<file path="src/rtl/pattern_gen_if.sv">
// AXI4-Stream pixel link between the pattern source and the vga timing block.
// The master drives pixels, the slave returns ready.
interface pattern_gen_if;
    logic        pix_tvalid;
    logic        pix_tready;
    logic [11:0] pix_tdata;
    logic        pix_tlast;
    logic        pix_tuser;

    modport master (
        output pix_tvalid,
        output pix_tdata,
        output pix_tlast,
        output pix_tuser,
        input  pix_tready
    );

    modport slave (
        input  pix_tvalid,
        input  pix_tdata,
        input  pix_tlast,
        input  pix_tuser,
        output pix_tready
    );
endinterface

</file>
<file path="src/rtl/pattern_gen.sv">
// Test-pattern source for bring-up of the display path without a frame buffer.
// One frame of h_res x v_res pixels is streamed in raster order per accepted sof.
// Every output is a register; the pixel for the next coordinate is computed
// combinationally and loaded together with the coordinate on each transfer.
module pattern_gen #(
    parameter int unsigned CHECK_LOG2 = 4
) (
    input  logic          aclk,
    input  logic          areset,
    input  logic [15:0]   h_res,
    input  logic [15:0]   v_res,
    input  logic [1:0]    pattern_sel,
    input  logic [11:0]   solid_color,
    input  logic          sof,
    pattern_gen_if.master pix,
    output logic          busy,
    output logic          sof_overrun,
    output logic [7:0]    frame_cnt
);

    typedef enum logic [0:0] {
        StIdle,
        StStream
    } state_e;

    state_e      state_q, state_d;
    logic [15:0] x_q, x_d;
    logic [15:0] y_q, y_d;

    // Colour-bar tracking: bar index plus pixel count within the current bar,
    // so the bar boundary is found without dividing x by the bar width.
    logic [2:0]  bar_idx_q, bar_idx_d;
    logic [15:0] bar_cnt_q, bar_cnt_d;

    // Shadow copies of the configuration, frozen for the whole frame.
    logic [15:0] h_res_q, h_res_d;
    logic [15:0] v_res_q, v_res_d;
    logic [1:0]  pat_q, pat_d;
    logic [11:0] solid_q, solid_d;
    logic [15:0] bar_w_q, bar_w_d;

    logic        tvalid_q, tvalid_d;
    logic [11:0] tdata_q, tdata_d;
    logic        tlast_q, tlast_d;
    logic        tuser_q, tuser_d;
    logic [7:0]  frame_cnt_q, frame_cnt_d;
    logic        sof_overrun_q, sof_overrun_d;

    logic        last_x;
    logic        last_y;
    logic [15:0] nx;
    logic [15:0] ny;
    logic [2:0]  nbar_idx;
    logic [15:0] nbar_cnt;

    // Pixel colour for a coordinate under the given pattern.
    function automatic logic [11:0] pattern_px(
        input logic [1:0]  pat,
        input logic [11:0] solid,
        input logic [15:0] px,
        input logic [15:0] py,
        input logic [2:0]  bar,
        input logic [7:0]  fcnt
    );
        logic [11:0] c;
        c = 12'h000;
        case (pat)
            2'd0: begin
                case (bar)
                    3'd0:    c = 12'hFFF;
                    3'd1:    c = 12'hFF0;
                    3'd2:    c = 12'h0FF;
                    3'd3:    c = 12'h0F0;
                    3'd4:    c = 12'hF0F;
                    3'd5:    c = 12'hF00;
                    3'd6:    c = 12'h00F;
                    default: c = 12'h000;
                endcase
            end
            2'd1:    c = (px[CHECK_LOG2] ^ py[CHECK_LOG2]) ? 12'hFFF : 12'h000;
            2'd2:    c = {px[7:4], py[7:4], fcnt[3:0]};
            default: c = solid;
        endcase
        return c;
    endfunction

    assign last_x = (x_q == h_res_q - 16'd1);
    assign last_y = (y_q == v_res_q - 16'd1);

    // Next coordinate and bar position after a transfer of the current pixel.
    always_comb begin
        nx       = 16'd0;
        ny       = 16'd0;
        nbar_idx = 3'd0;
        nbar_cnt = 16'd0;
        if (last_x) begin
            ny = y_q + 16'd1;
        end else begin
            nx = x_q + 16'd1;
            ny = y_q;
            if (bar_cnt_q == bar_w_q - 16'd1) begin
                nbar_idx = (bar_idx_q == 3'd7) ? 3'd7 : bar_idx_q + 3'd1;
            end else begin
                nbar_idx = bar_idx_q;
                nbar_cnt = bar_cnt_q + 16'd1;
            end
        end
    end

    // FSM next state, frame start/advance/finish and output next values.
    always_comb begin
        state_d       = state_q;
        x_d           = x_q;
        y_d           = y_q;
        bar_idx_d     = bar_idx_q;
        bar_cnt_d     = bar_cnt_q;
        h_res_d       = h_res_q;
        v_res_d       = v_res_q;
        pat_d         = pat_q;
        solid_d       = solid_q;
        bar_w_d       = bar_w_q;
        tvalid_d      = tvalid_q;
        tdata_d       = tdata_q;
        tlast_d       = tlast_q;
        tuser_d       = tuser_q;
        frame_cnt_d   = frame_cnt_q;
        sof_overrun_d = 1'b0;

        case (state_q)
            StIdle: begin
                // A zero-sized frame request is silently ignored.
                if (sof && (h_res != 16'd0) && (v_res != 16'd0)) begin
                    state_d   = StStream;
                    h_res_d   = h_res;
                    v_res_d   = v_res;
                    pat_d     = pattern_sel;
                    solid_d   = solid_color;
                    bar_w_d   = (h_res[15:3] == 13'd0) ? 16'd1 : {3'b000, h_res[15:3]};
                    x_d       = 16'd0;
                    y_d       = 16'd0;
                    bar_idx_d = 3'd0;
                    bar_cnt_d = 16'd0;
                    tvalid_d  = 1'b1;
                    tdata_d   = pattern_px(pattern_sel, solid_color, 16'd0, 16'd0, 3'd0,
                                           frame_cnt_q);
                    tuser_d   = 1'b1;
                    tlast_d   = (h_res == 16'd1);
                end
            end
            StStream: begin
                // Includes the completion cycle: a sof there is dropped too.
                sof_overrun_d = sof;
                if (tvalid_q && pix.pix_tready) begin
                    if (last_x && last_y) begin
                        state_d     = StIdle;
                        tvalid_d    = 1'b0;
                        tdata_d     = 12'h000;
                        tlast_d     = 1'b0;
                        tuser_d     = 1'b0;
                        x_d         = 16'd0;
                        y_d         = 16'd0;
                        bar_idx_d   = 3'd0;
                        bar_cnt_d   = 16'd0;
                        frame_cnt_d = frame_cnt_q + 8'd1;
                    end else begin
                        x_d       = nx;
                        y_d       = ny;
                        bar_idx_d = nbar_idx;
                        bar_cnt_d = nbar_cnt;
                        tdata_d   = pattern_px(pat_q, solid_q, nx, ny, nbar_idx, frame_cnt_q);
                        tlast_d   = (nx == h_res_q - 16'd1);
                        tuser_d   = 1'b0;
                    end
                end
            end
            default: state_d = StIdle;
        endcase
    end

    // State and datapath registers with synchronous reset.
    always_ff @(posedge aclk) begin
        if (areset) begin
            state_q       <= StIdle;
            x_q           <= 16'd0;
            y_q           <= 16'd0;
            bar_idx_q     <= 3'd0;
            bar_cnt_q     <= 16'd0;
            h_res_q       <= 16'd0;
            v_res_q       <= 16'd0;
            pat_q         <= 2'd0;
            solid_q       <= 12'h000;
            bar_w_q       <= 16'd1;
            tvalid_q      <= 1'b0;
            tdata_q       <= 12'h000;
            tlast_q       <= 1'b0;
            tuser_q       <= 1'b0;
            frame_cnt_q   <= 8'd0;
            sof_overrun_q <= 1'b0;
        end else begin
            state_q       <= state_d;
            x_q           <= x_d;
            y_q           <= y_d;
            bar_idx_q     <= bar_idx_d;
            bar_cnt_q     <= bar_cnt_d;
            h_res_q       <= h_res_d;
            v_res_q       <= v_res_d;
            pat_q         <= pat_d;
            solid_q       <= solid_d;
            bar_w_q       <= bar_w_d;
            tvalid_q      <= tvalid_d;
            tdata_q       <= tdata_d;
            tlast_q       <= tlast_d;
            tuser_q       <= tuser_d;
            frame_cnt_q   <= frame_cnt_d;
            sof_overrun_q <= sof_overrun_d;
        end
    end

    assign pix.pix_tvalid = tvalid_q;
    assign pix.pix_tdata  = tdata_q;
    assign pix.pix_tlast  = tlast_q;
    assign pix.pix_tuser  = tuser_q;
    assign busy           = (state_q == StStream);
    assign sof_overrun    = sof_overrun_q;
    assign frame_cnt      = frame_cnt_q;

endmodule

</file>
<file path="src/flat_wrapper.sv">
// flat-port wrapper written by rule: the top's interface ports become plain ports
module pattern_gen_flat 
#(
    parameter int unsigned CHECK_LOG2 = 4
)
  (aclk, areset, h_res, v_res, pattern_sel, solid_color, sof, busy, sof_overrun, frame_cnt, pix_pix_tvalid, pix_pix_tdata, pix_pix_tlast, pix_pix_tuser, pix_pix_tready);
  pattern_gen_if pix_i ();
  input  logic aclk;
  input  logic areset;
  input  logic [15:0] h_res;
  input  logic [15:0] v_res;
  input  logic [1:0] pattern_sel;
  input  logic [11:0] solid_color;
  input  logic sof;
  output logic busy;
  output logic sof_overrun;
  output logic [7:0] frame_cnt;
  output wire logic [$bits(pix_i.pix_tvalid)-1:0] pix_pix_tvalid;
  output wire logic [$bits(pix_i.pix_tdata)-1:0] pix_pix_tdata;
  output wire logic [$bits(pix_i.pix_tlast)-1:0] pix_pix_tlast;
  output wire logic [$bits(pix_i.pix_tuser)-1:0] pix_pix_tuser;
  input wire logic [$bits(pix_i.pix_tready)-1:0] pix_pix_tready;
  assign pix_pix_tvalid = pix_i.pix_tvalid;
  assign pix_pix_tdata = pix_i.pix_tdata;
  assign pix_pix_tlast = pix_i.pix_tlast;
  assign pix_pix_tuser = pix_i.pix_tuser;
  assign pix_i.pix_tready = pix_pix_tready;
  pattern_gen #(.CHECK_LOG2(CHECK_LOG2)) u_core (.aclk(aclk), .areset(areset), .h_res(h_res), .v_res(v_res), .pattern_sel(pattern_sel), .solid_color(solid_color), .sof(sof), .pix(pix_i), .busy(busy), .sof_overrun(sof_overrun), .frame_cnt(frame_cnt));
endmodule
</file>
<file path="config.mk">
export PLATFORM = sky130hd
export DESIGN_NAME = pattern_gen_flat
export DESIGN_NICKNAME = d
export VERILOG_FILES = /design/src/rtl/pattern_gen_if.sv /design/src/rtl/pattern_gen.sv /design/src/flat_wrapper.sv
export SDC_FILE = /design/constraint.sdc
export NUM_CORES = 1
export LEC_CHECK = 0
export BUFFER_PORTS_ARGS = -buffer_cell sky130_fd_sc_hd__buf_2
export CAP_MARGIN = 20
export CORE_AREA = 2 2 179 146
export DETAILED_ROUTE_END_ITERATION = 7
export DIE_AREA = 0 0 181 148
export GPL_TIMING_DRIVEN = 0
export SYNTH_ARGS = -nofsm -noshare
export SYNTH_HDL_FRONTEND = slang
export SYNTH_SLANG_ARGS = --single-unit
export TNS_END_PERCENT = 50
</file>
<file path="constraint.sdc">
create_clock -name aclk -period 4.15 [get_ports aclk]
set_input_delay 0.83 -clock aclk [delete_from_list [all_inputs] [get_ports aclk]]
set_output_delay 0.83 -clock aclk [all_outputs]
set_load 0.01 [all_outputs]
</file>
==> impl_metrics.yaml <==
global_route:
  grt_max_degree: 17
  grt_overflow_total: 0
  grtUsageTotal_pct: 21.55
  grt_antenna_before_repair: 1
  grt_pass1_wl_mm: 45.22
  grt_pass1_vias: 8018
detailed_routing:
  wl_mm: 28.79
  dr_total_vias: 8853
  wl_per_cell_um: 18.19
  routed_via_density: 5.593
  drt_iter0_drc: 945
  drc: 0
  drtPass1Iterations: 7
  ant_nets: 0
power:
  p_leak_nw: 3.683
  p_switching_mw: 1.153
  comb_power_share_pct: 18.7
  p_total_mw: 3.599
  pwr-share-seq_pct: 38.8
  internal_power_mw: 2.446
  power.density_mw_per_mm2: 358.1
  power_frac_clock_pct: 42.5
  p_sw_share_pct: 32.03
  ir_drop_mv: 0.3053
synth:
  synthArstFlopShare_pct: 0
  synth_cell_types: 75
  netlist_area_sq_mm: 0.008586
  synth_nets: 1208
  yosysTopAreaCellShare_pct: 31.48
  synth_flop_cell: "dfxtp_1"
  ys_top_cells_by_area: "dfxtp_1 (31%), nand2_1 (8.0%), a21oi_1 (6.9%), xnor2_1 (6.0%), xor2_1 (4.8%)"
  syn_avg_cell_area_sq_um: 7.466
  ys_seq_area_share_pct: 31.48
  ys_ff_latch: 135
  synth-edff-count: 0
  yosys.area.top_type: "dfxtp_1"
  yosys_warnings: 0
  synthCells: 1150
sta:
  drv_slew: 0
  relSlewSlack_pct: 41.90
  rsz0062_at_grt: "no"
  fin_skew_ns: 0.01670
  hold_violations: 0
  worst_slew_pin_slew_ns: 0.8715
  setup_viol: 0
  fmax_ghz: 0.2556
  fin_crit_sh_pct: 94.27
  min_period_ns: 3.912
worst_setup_path:
  critPathMaxStageDelay_ns: 0.64
  path_cells: "clkbuf_1 > inv_1 > ha_1 > clkbuf_1 > or4b_2 > nor3b_2 > nor3_1 > a31o_2 > o211ai_1 > nor4_4 > buf_6 > nor2_1 > buf_2 > a31oi_1 > a311oi_1"
  critical_path_arrival_ns: 4.25
  cp-start-kind: "flip-flop"
  path_common_cell: "clkbuf_1"
  path_class: "flip-flop to flip-flop"
  critPathCaptureType: "flip-flop"
  critPathMaxFanout: 10
  required_ns: 4.49
  cpMaxStageDelayCell: "or4b_2"
placed_design:
  place_hpwl_mm: 21.74
  place_inst: 1549
  gp_congestion: 0.9370
  portBuffers: 74
final_layout:
  area_delta_synth_final_pct: 17.05
  stdcell_count: 1583
  layout.area.seq_sq_mm: 0.002703
  nFillCells: 2629
  multi_input_area_sq_mm: 0.005499
  drive_gt1_share_pct: 12.88
  nets: 1303
  fin_util_pct: 40.22
floorplanning:
  fp.dieH_um: 148
  io_pins: 75
  die_x_um: 181
  start_util_pct: 34.36
  rows: 52
  die-area_sq_mm: 0.02679
  core-area_sq_mm: 0.02498
clock_network:
  h-tree-depth: 4
  cts_tree: "yes"
  insertion_delay_ns: 0.44
  clockRootBuffer: "clkbuf_16"
  holdBufCountCts: 0
  cts_buffer_depth: 2
  clkTransAtPathRegs_ns: 0.07
  clock-sinks: 135
  cts_buffers: 17
flow_run:
  maxCapViolations: 0
min_path:
  hold_path.class: "flip-flop to flip-flop"
outcome:
  status: "finished clean"
## cell usage after synthesis, drive strengths merged, types with 14 or more instances
library cell / count
a211oi: 18
a21oi: 119
and3: 17
clkbuf: 75
dfxtp: 135
inv: 26
nand2: 184
nand3: 28
nand3b: 15
nand4: 18
nor2: 103
nor3: 28
nor4: 22
o21ai: 35
or3: 14
xnor2: 59
xor2: 47
## worst max-delay path: cells and delay by family (launching register included)
| kind | cells | cell delay (ns) |
|---|---|---|
| compound gates | 4 | 0.91 |
| simple gates | 5 | 1.38 |
| buf+inv | 5 | 1.10 |
| flops | 1 | 0.30 |
| fa+ha+maj | 1 | 0.14 |
## per-layer routing
metal / vias to the layer above / global-route usage, % / part of all wire (%)
met3: 27 / 4.853 / 9.1
met4: 0 / 4.756 / 1.1
met1: 4187 / 32.61 / 50
met2: 371 / 30.81 / 40
met5: - / 0 / 0
li1: 4268 / - / -
## cell families after synthesis
family	after synthesis	synth area share (%)
buffers and inverters	115	5.465
adder cells (fa/ha/maj)	8	1.166
AO/OA/AOI/OAI	267	19.46
flip-flops	135	31.48
XOR/XNOR	108	11.34
multiplexers	11	1.384
AND/OR/NAND/NOR	506	29.71
## placed cells by master (no fill, tap or decap), types with 14 or more instances in the layout
master and count:
nand2_1 184, a211oi_1 18, clkbuf_1 71, xor2_1 46, nor3_1 26, nand3_1 27, dfxtp_1 135, a21oi_1 118
and3_1 17, nand3b_1 15, inv_1 26, buf_2 83, o21ai_0 35, nor2_1 103, clkbuf_16 17, or3_1 14
nor4_1 15, xnor2_1 57, nand4_1 17
## final timing paths
path	cells after the start	to	slack (ns)	from
max	15	u_core.pix.pix_tdata[10]	0.24	u_core.v_res_q[0]
min	2	u_core.solid_q[1]	0.45	u_core.solid_q[1]
max reg2reg	15	u_core.pix.pix_tdata[10]	0.24	u_core.v_res_q[0]
min reg2reg	2	u_core.solid_q[1]	0.45	u_core.solid_q[1]
## per-stage QoR
| step | cell area [sq um] | setup TNS (ns) | hold slack [ns] | setup WS [ns] |
|---|---|---|---|---|
| 2_1_floorplan | 8586 | 0 | 0.4316 | 0.7332 |
| 3_3_place_gp | 9361 | -20.55 | 0.4424 | -0.7725 |
| 4_1_cts | 9972 | 0 | 0.4555 | 0.09859 |
| 5_1_grt | 10050 | 0 | 0.4750 | 0.006362 |
| 3_5_place_dp | 9376 | -1.399 | 0.4461 | -0.1852 |
| 6_report | 10050 | 0 | 0.4513 | 0.2376 |
## power groups by stage
stage | clock network (mW) | logic, mW | registers, mW
finish | 1.53 | 0.675 | 1.40
global route | 1.60 | 0.739 | 1.40
CTS | 1.55 | 0.649 | 1.39
detailed placement | 0 | 0.643 | 1.42
global placement | 0 | 0.635 | 1.42
floorplan | 0 | 0.438 | 1.41
## final cells by class
| class | count | area share, % |
|---|---|---|
| tap | 324 | 4.034 |
| timing repair buffer | 76 | 3.835 |
| clock buffer | 17 | 4.233 |
| antenna | 1 | 0.02490 |
| inverter | 27 | 1.008 |
| clock inverter | 15 | 1.556 |
| buffer | 88 | 3.698 |
| sequential | 135 | 26.89 |
| multi-input combinational | 900 | 54.72 |
## registers in the layout, summed over array words and instances, names as in the netlist
signal,cells
u_core.solid_q,12
u_core.sof_overrun,1
u_core.y_q,16
u_core.bar_w_q,13
u_core.pix.pix_tdata,12
u_core.busy,1
u_core.bar_cnt_q,16
u_core.h_res_q,16
u_core.pix.pix_tuser,1
u_core.frame_cnt,8
u_core.pat_q,2
u_core.pix.pix_tlast,1
u_core.bar_idx_q,3
u_core.x_q,16
u_core.pix.pix_tvalid,1
u_core.v_res_q,16
## timing repair
action	CTS	global route
resized for setup	4	14
pin swaps	0	3
endpoints found under the setup margin	17	60
buffers inserted	0	1
Note: power is estimated with default switching activity, not from simulation.
